--- src/rtl/la_readout_pkg.sv ---
// Shared definitions for the logic-analyzer readout block: FSM encoding,
// default frame marker and frame-length helpers.
package la_readout_pkg;

  typedef enum logic [2:0] {
    IDLE,
    SEND_HDR,
    SEND_STS,
    RD_ADDR,
    RD_LATCH,
    SEND_WORD,
    SEND_CSUM,
    FINISH
  } state_t;

  localparam logic [7:0] HDR_BYTE_DEFAULT = 8'hA5;
  localparam int         ADDR_W_DEFAULT   = 5;

  // Header + status + four bytes per word + checksum.
  function automatic int frame_len(input int addr_w);
    return 3 + 4 * (1 << addr_w);
  endfunction

  localparam int FRAME_LEN = frame_len(ADDR_W_DEFAULT);

endpackage

--- src/rtl/la_readout_if.sv ---
// Capture-RAM read port plus byte-wide host link with a valid/ready handshake.
interface la_readout_if #(
  parameter int ADDR_W = 5
);
  logic [ADDR_W-1:0] la_ai;
  logic [31:0]       la_dout;
  logic [7:0]        la_status;
  logic [7:0]        tx_data;
  logic              tx_valid;
  logic              tx_ready;

  modport master (
    output la_ai, tx_data, tx_valid,
    input  la_dout, la_status, tx_ready
  );

  modport slave (
    input  la_ai, tx_data, tx_valid,
    output la_dout, la_status, tx_ready
  );
endinterface

--- src/rtl/la_readout.sv ---
// Streams the capture RAM to the host as one frame:
// header, status, every word MSB first, then an 8-bit running checksum.
module la_readout
  import la_readout_pkg::*;
#(
  parameter int         ADDR_W   = ADDR_W_DEFAULT,
  parameter logic [7:0] HDR_BYTE = HDR_BYTE_DEFAULT
) (
  input  logic          clk,
  input  logic          rst_n,
  input  logic          start,
  output logic          busy,
  output logic          done,
  la_readout_if.master  bus
);

  localparam logic [ADDR_W-1:0] LAST_IDX = '1;

  state_t            state_q, state_d;
  logic [ADDR_W-1:0] idx_q, idx_d;
  logic [ADDR_W-1:0] la_ai_q, la_ai_d;
  logic [1:0]        byte_cnt_q, byte_cnt_d;
  logic [31:0]       shift_q, shift_d;
  logic [7:0]        csum_q, csum_d;
  logic [7:0]        status_q, status_d;
  logic              xfer;

  assign xfer = bus.tx_valid & bus.tx_ready;

  always_ff @(posedge clk or negedge rst_n) begin
    if (!rst_n) begin
      state_q    <= IDLE;
      idx_q      <= '0;
      la_ai_q    <= '0;
      byte_cnt_q <= '0;
      shift_q    <= '0;
      csum_q     <= '0;
      status_q   <= '0;
    end else begin
      state_q    <= state_d;
      idx_q      <= idx_d;
      la_ai_q    <= la_ai_d;
      byte_cnt_q <= byte_cnt_d;
      shift_q    <= shift_d;
      csum_q     <= csum_d;
      status_q   <= status_d;
    end
  end

  always_comb begin
    state_d = state_q;
    case (state_q)
      IDLE:      if (start) state_d = SEND_HDR;
      SEND_HDR:  if (xfer)  state_d = SEND_STS;
      SEND_STS:  if (xfer)  state_d = RD_ADDR;
      RD_ADDR:              state_d = RD_LATCH;
      RD_LATCH:             state_d = SEND_WORD;
      SEND_WORD: if (xfer && byte_cnt_q == 2'd3)
                   state_d = (idx_q == LAST_IDX) ? SEND_CSUM : RD_ADDR;
      SEND_CSUM: if (xfer)  state_d = FINISH;
      FINISH:               state_d = IDLE;
      default:              state_d = IDLE;
    endcase
  end

  // Datapath: serializer, word index, checksum and the frozen status byte.
  always_comb begin
    idx_d      = idx_q;
    la_ai_d    = la_ai_q;
    byte_cnt_d = byte_cnt_q;
    shift_d    = shift_q;
    csum_d     = csum_q;
    status_d   = status_q;
    case (state_q)
      IDLE: begin
        if (start) begin
          status_d   = bus.la_status;
          csum_d     = '0;
          idx_d      = '0;
          byte_cnt_d = '0;
        end
      end
      SEND_STS: begin
        if (xfer) csum_d = csum_q + status_q;
      end
      RD_ADDR: begin
        la_ai_d = idx_q;
      end
      RD_LATCH: begin
        shift_d    = bus.la_dout;
        byte_cnt_d = '0;
      end
      SEND_WORD: begin
        if (xfer) begin
          csum_d     = csum_q + shift_q[31:24];
          shift_d    = {shift_q[23:0], 8'h00};
          byte_cnt_d = byte_cnt_q + 2'd1;
          if (byte_cnt_q == 2'd3 && idx_q != LAST_IDX) idx_d = idx_q + 1'b1;
        end
      end
      default: ;
    endcase
  end

  // The address is presented combinationally in RD_ADDR so data is ready in RD_LATCH.
  always_comb begin
    bus.tx_valid = 1'b0;
    bus.tx_data  = 8'h00;
    bus.la_ai    = (state_q == RD_ADDR) ? idx_q : la_ai_q;
    busy         = (state_q != IDLE);
    done         = (state_q == FINISH);
    case (state_q)
      SEND_HDR: begin
        bus.tx_valid = 1'b1;
        bus.tx_data  = HDR_BYTE;
      end
      SEND_STS: begin
        bus.tx_valid = 1'b1;
        bus.tx_data  = status_q;
      end
      SEND_WORD: begin
        bus.tx_valid = 1'b1;
        bus.tx_data  = shift_q[31:24];
      end
      SEND_CSUM: begin
        bus.tx_valid = 1'b1;
        bus.tx_data  = csum_q;
      end
      default: ;
    endcase
  end

endmodule

--- src/flat_wrapper.sv ---
// flat-port wrapper written by rule: the top's interface ports become plain ports
module la_readout_flat import la_readout_pkg::*;
#(
  parameter int         ADDR_W   = ADDR_W_DEFAULT,
  parameter logic [7:0] HDR_BYTE = HDR_BYTE_DEFAULT
)
  (clk, rst_n, start, busy, done, bus_la_ai, bus_tx_data, bus_tx_valid, bus_la_dout, bus_la_status, bus_tx_ready);
  la_readout_if #(.ADDR_W(ADDR_W)) bus_i ();
  input  logic clk;
  input  logic rst_n;
  input  logic start;
  output logic busy;
  output logic done;
  output wire logic [$bits(bus_i.la_ai)-1:0] bus_la_ai;
  output wire logic [$bits(bus_i.tx_data)-1:0] bus_tx_data;
  output wire logic [$bits(bus_i.tx_valid)-1:0] bus_tx_valid;
  input wire logic [$bits(bus_i.la_dout)-1:0] bus_la_dout;
  input wire logic [$bits(bus_i.la_status)-1:0] bus_la_status;
  input wire logic [$bits(bus_i.tx_ready)-1:0] bus_tx_ready;
  assign bus_la_ai = bus_i.la_ai;
  assign bus_tx_data = bus_i.tx_data;
  assign bus_tx_valid = bus_i.tx_valid;
  assign bus_i.la_dout = bus_la_dout;
  assign bus_i.la_status = bus_la_status;
  assign bus_i.tx_ready = bus_tx_ready;
  la_readout #(.ADDR_W(ADDR_W), .HDR_BYTE(HDR_BYTE)) u_core (.clk(clk), .rst_n(rst_n), .start(start), .busy(busy), .done(done), .bus(bus_i));
endmodule
--- config.mk ---
export PLATFORM = sky130hd
export DESIGN_NAME = la_readout_flat
export DESIGN_NICKNAME = d
export VERILOG_FILES = /design/src/rtl/la_readout_pkg.sv /design/src/rtl/la_readout_if.sv /design/src/rtl/la_readout.sv /design/src/flat_wrapper.sv
export SDC_FILE = /design/constraint.sdc
export NUM_CORES = 1
export LEC_CHECK = 0
export ABC_AREA = 0
export BUFFER_PORTS_ARGS = -buffer_cell sky130_fd_sc_hd__buf_2
export CAP_MARGIN = 10
export CORE_ASPECT_RATIO = 0.5
export CORE_UTILIZATION = 49
export DETAILED_ROUTE_END_ITERATION = 6
export GPL_ROUTABILITY_DRIVEN = 1
export PLACE_DENSITY_LB_ADDON = 0.05
export SETUP_SLACK_MARGIN = 0.3
export SYNTH_ARGS = -nofsm -noshare
export SYNTH_HDL_FRONTEND = slang
export SYNTH_SLANG_ARGS = --single-unit
--- constraint.sdc ---
create_clock -name clk -period 3.1 [get_ports clk]
set_clock_uncertainty 0.1 [all_clocks]
set_input_delay 0.155 -clock clk [delete_from_list [all_inputs] [get_ports clk]]
set_output_delay 0.155 -clock clk [all_outputs]
set_load 0.01 [all_outputs]
==> impl_results.md, run 1 <==
- Synth warn: 0
- Area of the multi-input gates: 1610 µm²
- Reg clk slew, reported paths: 0.05 ns
- Post-Route WL: 7.77 mm
- Number of vias in the routed layout: 2,705
- Nature of the critical path startpoint: register
- Port Buffers: 59
- Pwr dens: 981 nW/µm²
- Pleak: 2.24 nW
- Clk sink count: 63
- CTS root buffer: clkbuf_16
- Clk Latency, worst-skew pair: 0.33 ns
- Hpwl dp: 5.30 mm
- Worst Hold Class: input pin to register
- Area of the core: 6280 µm²
- Crit path kind: register to register
- Fin. max-slew vios: 0
- Main synth FF type: dfrtp_1
- Cell variety after synth: 40
- Final Setup Violations: 0
- Post-Layout Cell Count: 515
- Area leader, netlist: dfrtp_1
- RePlAce Congestion: 0.964
- Vias in the first global route: 2,602
- Nets: 478
- Post-synthesis net count: 398
- TNS Setup: 0 ns
- Outcome: complete, no violations
- FFs w/ async S/R, synth: 100%
- Fin crit share: 83.2%
- Placed inst area: 3680 µm²
- First-pass GRT wire length: 12.6 mm
- GRT Total Usage: 24.1%
- Final Hold Fails: 0
- Design Area, Final: 4200 µm²
- Detail-routed via count per cell: 5.25
- Initial core utilization: 52.6%
- CTS Buf Count: 9
- Number of flops mapped to enable cells by yosys: 0
- Critical Path RT: 3.22 ns
- Largest net degree at the start of global routing: 64
- Util after Layout: 66.9%
- Longest Clk Path Bufs: 2
- Synth Instances: 343
- Flops & latches, synth: 63
- Die Area: 7090 µm²
- Worst-Margin Slew: 0.788 ns
- Post-route ant nets: 0
- Post-DR wirelength/cell: 15.1 µm
- Sequential area share after synthesis: 47.7%
- Deepest level of the CTS H-tree: 3
- TritonRoute pass-1 iters: 4
- Max Fclk: 388 MHz
- Worst slew margin: 47.4%
- DR iter-0 viols: 133
- Worst path arrival time: 2.70 ns
- CP Max Fanout: 5
- Fraction of layout instances using a drive strength above 1: 22.7%
- RSZ-0062 raised after global routing: false
- Final Critical Period: 2.58 ns
- DRC viols: 0
- Worst r2r src: u_core.state_q[1]$_DFFE_PN0P_
- Cells after DPL: 480
- Top post-synthesis cells by area: dfrtp_1 (48%), mux2i_1 (11%), nand2_1 (11%)
- GRT overflow: 0
- CTS tree: built
- Critical Path Source: u_core.state_q[1]$_DFFE_PN0P_
- Cell area after synthesis: 3300 µm²
- # diodes: 0
- Top-area cell type share of the netlist area: 47.7%
- Most frequent cells in the layout: nand2_1 (93), dfrtp_1 (61), buf_2 (59)
- Max-cap violation count: 0
- Peak supply drop: 372 µV
- Crit. End Element: register
- Most common library cell in the layout ignoring fill and taps: nand2_1
- HP Start: bus_la_dout[23]
- I/O pin count: 60
- Final Power: 0.00412 W
- Initial antenna violation count: 0
- Register area: 1580 µm²
- Core Rows: 20
- Layout area overhead: 27.2%
- Fillers: 500
- Die Y: 60.0 µm
- Avg Cell Area, Syn: 9.63 µm²
- Die X: 118 µm
[power breakdown]
part	internal [W]	total [W]	leakage [nW]	switching, W
Combinational	0.000732	0.00169	1.28	0.000956
Sequential	0.00113	0.00136	0.813	0.000235
Clock	0.000721	0.00107	0.149	0.000348
[critical path, cell delays in order, from the launching register on]
cell and delay, ns:
dfrtp_1 0.38, nand2b_1 0.19, nor2_4 0.16, buf_4 0.16, nand2_1 0.06, nand2_1 0.10
inv_1 0.06, fa_1 0.43, nor2b_1 0.12, o21ai_0 0.11, a21oi_1 0.22, nor4_1 0.10
o31ai_1 0.28
[registers in the layout, indices dropped and copies added, names as in the netlist]
register	cells
u_core.shift_q	32
u_core.csum_q	8
u_core.status_q	8
u_core.idx_q	5
u_core.la_ai_q	5
u_core.state_q	3
u_core.byte_cnt_q	2
[routing by layer]
metal / GRT usage [%] / wire length (µm) / vias to the layer above / share of wire, %
met5: 0 / 0 / - / 0
li1: - / - / 1339 / -
met2: 35.3 / 3420 / 81 / 44
met4: 9.16 / 93 / 0 / 1.2
met3: 8.21 / 511 / 10 / 6.6
met1: 33.2 / 3750 / 1275 / 48
[stage by stage]
stage               worst slack [ns]  hold slack, ns
floorplan                      0.520          -0.241
global placement               0.544           0.247
detailed placement             0.345           0.250
CTS                            0.346          0.0113
global route                   0.324          0.0328
finish                         0.520          0.0137
[what timing repair did]
item,in CTS,in global routing
hold endpoints to repair,79,0
hold buffers,17,0
setup endpoints to repair,0,1
resized for setup,0,4
buffers inserted,0,3
[cell families (layout without fill, tap and decap cells)]
| kind of cell | count (synthesis) | after routing | share of synthesized area (%) |
|---|---|---|---|
| mux | 40 | 40 | 12.3 |
| simple gates | 117 | 117 | 15.5 |
| xor+xnor | 8 | 8 | 2.12 |
| buf+inv | 29 | 113 | 4.09 |
| fa+ha+maj | 11 | 11 | 4.40 |
| compound gates | 75 | 75 | 13.9 |
| flops | 63 | 63 | 47.7 |
[worst paths after layout]
kind | to | slack (ns) | depth (start not counted)
max reg2reg | u_core.csum_q[6]$_DFFE_PN0P_ | 0.52 | 12
min in group asynchronous | u_core.byte_cnt_q[1]$_DFFE_PN0P_ | 0.42 | 3
max in group asynchronous | u_core.state_q[2]$_DFFE_PN0P_ | 1.92 | 3
min | u_core.shift_q[23]$_DFFE_PN0P_ | 0.01 | 3
max | u_core.csum_q[6]$_DFFE_PN0P_ | 0.52 | 12
min reg2reg | u_core.shift_q[18]$_DFFE_PN0P_ | 0.38 | 2
[cells in the mapped netlist (3+ instances only)]
cell type,count
a21o_1,3
a21oi_1,4
a22o_1,8
buf_2,9
clkbuf_1,7
dfrtp_1,63
ha_1,10
inv_1,10
mux2_2,5
mux2i_1,35
nand2_1,93
nand3_1,3
nor2_1,6
nor3_1,3
o21ai_0,45
o22ai_1,4
xnor2_1,3
xor2_1,5
[layout make-up]
| class | instances | share of cell area [%] |
|---|---|---|
| clock buffers | 12 | 5.87 |
| clock inverters | 3 | 1.61 |
| inverters | 11 | 0.983 |
| multi-input cells | 251 | 38.3 |
| flip-flops and latches | 63 | 37.6 |
| well taps | 88 | 2.62 |
| repair buffers | 87 | 13.0 |
No activity file was read; power rests on OpenSTA's default activity.
==> inputs of run 2 (changes only) <==
Clock period 3.1 ns to 2.4 ns, I/O delays scaled along.
==> impl_results.md, run 2 (synthesis results as in run 1) <==
- Max reg flops: 32 (unchanged)
- Initial core utilization: 52.6% (unchanged)
- Util after Layout: 72.5% (was 66.9%)
- Worst Hold Class: input pin to register (unchanged)
- Worst slew margin: 43.3% (was 47.4%)
- Port Buffers: 59 (unchanged)
- CTS root buffer: clkbuf_16 (unchanged)
- Pwr dens: 1240 nW/µm² (was 981 nW/µm²)
- Hpwl dp: 5.41 mm (was 5.30 mm)
- CP Max Fanout: 6 (was 5)
- Die Y: 60.0 µm (unchanged)
- # diodes: 0 (unchanged)
- Fin. max-slew vios: 0 (unchanged)
- Outcome: finished, violations left (was complete, no violations)
- Pleak: 2.37 nW (was 2.24 nW)
- Reg clk slew, reported paths: 0.05 ns (about the same)
- Worst Hold Slack: -0.00147 ns (was 0.0137 ns)
- Area of the core: 6280 µm² (unchanged)
- TNS Setup: 0 ns (unchanged)
- Worst path arrival time: 2.45 ns (was 2.70 ns)
- Initial antenna violation count: 0 (unchanged)
- Most common library cell in the layout ignoring fill and taps: nand2_1 (unchanged)
- Clk sink count: 63 (unchanged)
- Worst path slowest cell: dfrtp_1 (was fa_1)
- Violations in the final reports: negative hold slack
- Final Critical Period: 2.31 ns (was 2.58 ns)
- First-pass GRT wire length: 13.1 mm (was 12.6 mm)
- Most frequent cells in the layout: nand2_1 (87), dfrtp_1 (60), buf_2 (59) (was nand2_1 (93), dfrtp_1 (61), buf_2 (59))
- TritonRoute pass-1 iters: 5 (was 4)
- Max-cap violation count: 0 (unchanged)
- Max Fclk: 432 MHz (was 388 MHz)
- Worst r2r src: u_core.state_q[1]$_DFFE_PN0P_ (unchanged)
- Post-Route WL: 8.21 mm (was 7.77 mm)
- R2r setup slk: 0.09 ns (was 0.52 ns)
- RSZ-0062 raised after global routing: true (was false)
- Critical Path RT: 2.53 ns (was 3.22 ns)
- Post-DR wirelength/cell: 15.1 µm (about the same)
- Largest net degree at the start of global routing: 57 (was 64)
- Die X: 118 µm (unchanged)
- Nature of the critical path startpoint: register (unchanged)
- Detail-routed via count per cell: 5.22 (was 5.25)
- Layout area overhead: 38.0% (was 27.2%)
- Nets: 505 (was 478)
- Hold EP: u_core.shift_q[27]$_DFFE_PN0P_ (was u_core.shift_q[23]$_DFFE_PN0P_)
- Crit. End Element: register (unchanged)
- Crit path kind: register to register (unchanged)
- GRT overflow: 0 (unchanged)
- Number of vias in the routed layout: 2,831 (was 2,705)
- Final Hold Fails: 3 (was 0)
- HP Start: bus_la_dout[27] (was bus_la_dout[23])
- Peak supply drop: 586 µV (was 372 µV)
- Crit-path leading delay family: compound AO/OA/AOI/OAI gates (was simple AND/OR/NAND/NOR gates)
- Worst-Margin Slew: 0.851 ns (was 0.788 ns)
- Hold Path Depth: 3 (unchanged)
- CTS Buf Count: 9 (unchanged)
- Largest stage delay, worst path: 0.41 ns (was 0.43 ns)
- Core Rows: 20 (unchanged)
- Clk Latency, worst-skew pair: 0.32 ns (was 0.33 ns)
- Die Area: 7090 µm² (unchanged)
- Fraction of layout instances using a drive strength above 1: 30.8% (was 22.7%)
- R2r worst-path depth: 10 (was 12)
- GRT Total Usage: 24.5% (was 24.1%)
- Worst R2R End: u_core.csum_q[6]$_DFFE_PN0P_ (unchanged)
- Crit-path cells: buf_4 -> nand3b_4 -> buf_4 -> nand2_1 -> nand2_1 -> ha_1 -> o21ai_1 -> a21oi_1 -> o31a_1 -> o31ai_2 (was nand2b_1 -> nor2_4 -> buf_4 -> nand2_1 -> nand2_1 -> inv_1 -> fa_1 -> nor2b_1 -> o21ai_0 -> a21oi_1 -> nor4_1 -> o31ai_1)
- Final Setup Violations: 0 (unchanged)
- Post-route ant nets: 0 (unchanged)
- RePlAce Congestion: 0.940 (was 0.964)
- DRC viols: 0 (unchanged)
- Vias in the first global route: 2,739 (was 2,602)
- Reg with most FFs: u_core.shift_q (unchanged)
- DR iter-0 viols: 160 (was 133)
- Top flop regs: u_core.shift_q x32, u_core.csum_q x8, u_core.status_q x8 (unchanged)
- Fillers: 492 (was 500)
- Longest Clk Path Bufs: 2 (unchanged)
- Fin crit share: 96.4% (was 83.2%)
- Deepest level of the CTS H-tree: 3 (unchanged)
- I/O pin count: 60 (unchanged)
- Buffers plus inverters on the worst setup path: 2 (unchanged)
- CTS tree: built (unchanged)
-- run 2: worst max path at each step --
stage                                  start                            to  cells past startpoint
2_1_floorplan  u_core.state_q[1]$_DFFE_PN0P_  u_core.csum_q[6]$_DFFE_PN0P_                     14
3_3_place_gp   u_core.state_q[1]$_DFFE_PN0P_  u_core.csum_q[6]$_DFFE_PN0P_                     11
3_5_place_dp   u_core.state_q[1]$_DFFE_PN0P_  u_core.csum_q[6]$_DFFE_PN0P_                     12
4_1_cts        u_core.state_q[1]$_DFFE_PN0P_  u_core.csum_q[6]$_DFFE_PN0P_                     12
5_1_grt        u_core.state_q[1]$_DFFE_PN0P_  u_core.csum_q[6]$_DFFE_PN0P_                     12
6_report       u_core.state_q[1]$_DFFE_PN0P_  u_core.csum_q[6]$_DFFE_PN0P_                     10
-- run 2: tightest hold or removal path, cell delays in order --
cell and delay, ns:
buf_2 0.08, mux2i_1 0.05, o21ai_0 0.13
-- run 2: repair_timing --
action / in CTS / in global routing
pin swaps: 10 / 10
endpoints found under the setup margin: 6 / 18
gates cloned: 0 / 1
hold endpoints to repair: 60 / 0
hold buffers: 25 / 0
resized for setup: 4 / 20
buffers inserted: 11 / 6
-- run 2: layer usage --
layer,share of wire [%],vias up,GRT usage [%]
li1,-,1391,-
met2,46,93,40.8
met3,6.7,16,6.20
met1,46,1331,31.5
met4,1.6,0,9.89
met5,0,-,0
-- run 2: final cells by class --
cell class	instances	area, µm²	area share (%)
clock buffers	11	233	5.11
repair buffers	114	805	17.7
inverters	11	41.3	0.906
flip-flops and latches	63	1580	34.7
multi-input cells	251	1740	38.2
clock inverters	4	47.5	1.04
well taps	88	110	2.42
-- run 2: metrics by stage --
step | hold WS (ns) | instance area, µm² | total power, W | cells | worst slack, ns
after detailed placement | 0.166 | 3780 | 0.00400 | 484 | 0.0784
after global routing | 0.0136 | 4560 | 0.00601 | 542 | -0.00210
after floorplan | -0.276 | 3390 | 0.00341 | 343 | 0.0672
after global placement | 0.163 | 3780 | 0.00392 | 484 | 0.159
after CTS | 0.000710 | 4400 | 0.00538 | 535 | 0.158
final | -0.00147 | 4560 | 0.00565 | 542 | 0.0854
-- run 2: power by group --
| part | total [W] | internal [W] | switching (W) |
|---|---|---|---|
| combinational | 0.00263 | 0.00125 | 0.00138 |
| sequential | 0.00178 | 0.00146 | 0.000321 |
| clock | 0.00124 | 0.000794 | 0.000442 |
| total | 0.00565 | 0.00350 | 0.00215 |
==> inputs of run 3 (changes only) <==
Settings changed: CORE_UTILIZATION 49 to 40.
==> impl_results.md, run 3 (synthesis results as in run 1) <==
- Outcome: complete, no violations (was finished, violations left)
- Post-DR wirelength/cell: 14.9 µm (was 15.1 µm)
- Fillers: 673 (was 492)
- CTS root buffer: clkbuf_16 (unchanged)
- Detail-routed via count per cell: 4.89 (was 5.22)
- Port Buffers: 59 (unchanged)
- TritonRoute pass-1 iters: 4 (was 5)
- Worst r2r src: u_core.state_q[1]$_DFFE_PN0P_ (unchanged)
- Final Setup Violations: 0 (unchanged)
- Layout area overhead: 40.8% (was 38.0%)
- Worst slew margin: 45.7% (was 43.3%)
- Pwr dens: 1200 nW/µm² (was 1240 nW/µm²)
- GRT Total Usage: 21.5% (was 24.5%)
- Top flop regs: u_core.shift_q x32, u_core.csum_q x8, u_core.status_q x8 (unchanged)
- Worst R2R End: u_core.csum_q[4]$_DFFE_PN0P_ (was u_core.csum_q[6]$_DFFE_PN0P_)
- Fin. max-slew vios: 0 (unchanged)
- Post-Route WL: 8.47 mm (was 8.21 mm)
- Util after Layout: 60.8% (was 72.5%)
- Hold EP: u_core.shift_q[18]$_DFFE_PN0P_ (was u_core.shift_q[27]$_DFFE_PN0P_)
- Pleak: 2.39 nW (was 2.37 nW)
- GRT overflow: 0 (unchanged)
- Area of the multi-input gates: 1750 µm² (was 1740 µm²)
- Post-route ant nets: 0 (unchanged)
- Fin crit share: 93.2% (was 96.4%)
- R2r worst-path depth: 13 (was 10)
- DR top layer: met4 (unchanged)
- Die Area: 8640 µm² (was 7090 µm²)
- I/O pin count: 60 (unchanged)
- Detail Route met2 WL: 3.62 mm (was 3.75 mm)
- Die X: 130 µm (was 118 µm)
- Worst-Margin Slew: 0.814 ns (was 0.851 ns)
- Clk Latency, worst-skew pair: 0.33 ns (was 0.32 ns)
- Worst path arrival time: 2.34 ns (was 2.45 ns)
- Core Rows: 22 (was 20)
- Deepest level of the CTS H-tree: 3 (unchanged)
- Most frequent cells in the layout: nand2_1 (87), dfrtp_1 (61), buf_2 (59) (was nand2_1 (87), dfrtp_1 (60), buf_2 (59))
- Max-cap violation count: 0 (unchanged)
- RePlAce Congestion: 0.854 (was 0.940)
- DR iter-0 viols: 141 (was 160)
- M1 wire length: 4.18 mm (was 3.78 mm)
- CTS tree: built (unchanged)
- Area of the core: 7650 µm² (was 6280 µm²)
- TNS Setup: 0 ns (unchanged)
- RSZ-0062 raised after global routing: true (unchanged)
- R2r setup slk: 0.16 ns (was 0.09 ns)
- Initial antenna violation count: 0 (unchanged)
- DRC viols: 0 (unchanged)
- Nets: 511 (was 505)
- # diodes: 0 (unchanged)
- Max Fclk: 447 MHz (was 432 MHz)
- Final Power: 0.00556 W (was 0.00565 W)
- Nature of the critical path startpoint: register (unchanged)
- Die Y: 66.2 µm (was 60.0 µm)
- Routed met3 length: 548 µm (was 553 µm)
- Clk sink count: 63 (unchanged)
- Vias in the first global route: 2,749 (was 2,739)
- Largest net degree at the start of global routing: 64 (was 57)
- Hpwl dp: 5.55 mm (was 5.41 mm)
- CTS Buf Count: 9 (unchanged)
- Number of vias in the routed layout: 2,782 (was 2,831)
- Reg with most FFs: u_core.shift_q (unchanged)
- CP Max Fanout: 5 (was 6)
- Register area: 1580 µm² (about the same)
- Crit path kind: register to register (unchanged)
- Reg clk slew, reported paths: 0.06 ns (was 0.05 ns)
- Worst Hold Class: input pin to register (unchanged)
- Final Hold Fails: 0 (was 3)
- Fraction of layout instances using a drive strength above 1: 29.9% (was 30.8%)
- Critical Path RT: 2.50 ns (was 2.53 ns)
- Longest Clk Path Bufs: 2 (unchanged)
- First-pass GRT wire length: 13.6 mm (was 13.1 mm)
- Final Critical Period: 2.24 ns (was 2.31 ns)
- Most common library cell in the layout ignoring fill and taps: nand2_1 (unchanged)
- Initial core utilization: 43.1% (was 52.6%)
- Max reg flops: 32 (unchanged)
- Peak supply drop: 468 µV (was 586 µV)
- HP Start: bus_la_dout[18] (was bus_la_dout[27])
- Crit. End Element: register (unchanged)
- Hold Path Depth: 3 (unchanged)
run 3: worst max path at each step:
stage / slack, ns / cells after the start / from / endpoint
5_1_grt: 0.04 / 12 / u_core.state_q[1]$_DFFE_PN0P_ / u_core.csum_q[6]$_DFFE_PN0P_
3_5_place_dp: 0.08 / 12 / u_core.state_q[1]$_DFFE_PN0P_ / u_core.csum_q[6]$_DFFE_PN0P_
4_1_cts: 0.20 / 12 / u_core.state_q[1]$_DFFE_PN0P_ / u_core.csum_q[6]$_DFFE_PN0P_
6_report: 0.16 / 13 / u_core.state_q[1]$_DFFE_PN0P_ / u_core.csum_q[4]$_DFFE_PN0P_
2_1_floorplan: 0.07 / 14 / u_core.state_q[1]$_DFFE_PN0P_ / u_core.csum_q[6]$_DFFE_PN0P_
3_3_place_gp: 0.14 / 12 / u_core.state_q[1]$_DFFE_PN0P_ / u_core.csum_q[6]$_DFFE_PN0P_
run 3: area by class of cell:
class / count / share of cell area [%]
clock inverter: 4 / 0.619
timing repair buffer: 120 / 18.2
multi-input combinational: 251 / 37.6
inverter: 11 / 0.969
tap: 108 / 2.91
sequential: 63 / 34.0
clock buffer: 12 / 5.73
run 3: worst max-delay path, cell delays in order, from the launching register on:
cell and delay, ns:
dfrtp_1 0.40, nand2b_4 0.16, nor2_4 0.16, nand2_1 0.07, nand2_1 0.06, ha_2 0.18, inv_2 0.04, fa_2 0.34
nor2b_2 0.13, o21ai_2 0.08, buf_4 0.14, nand2_2 0.08, xnor2_2 0.11, o21ai_1 0.07
run 3: layer usage:
metal / global-route usage, % / vias to the layer above
met4: 6.18 / 0
met1: 29.3 / 1293
met5: 0 / -
met3: 7.69 / 10
met2: 31.9 / 74
li1: - / 1405
run 3: repair_timing:
action / 4_1_cts / 5_1_grt
endpoints found under the hold margin: 98 / 0
pin swaps: 9 / 13
hold buffers: 36 / 0
buffers inserted: 3 / 9
endpoints found under the setup margin: 6 / 17
gates resized for setup: 2 / 22
run 3: metrics by stage:
stage,hold WS [ns],area [µm²],instances,setup slack [ns]
CTS,0.000181,4490,560,0.198
finish,0.00472,4650,569,0.164
floorplan,-0.276,3390,343,0.0672
global route,0.0158,4650,569,0.0385
global placement,0.209,3810,505,0.144
detailed placement,0.219,3810,505,0.0780
run 3: report_power, final:
part	switching (W)	total (W)	internal, W
combinational	0.00136	0.00254	0.00118
sequential	0.000307	0.00177	0.00146
clock	0.000472	0.00125	0.000782
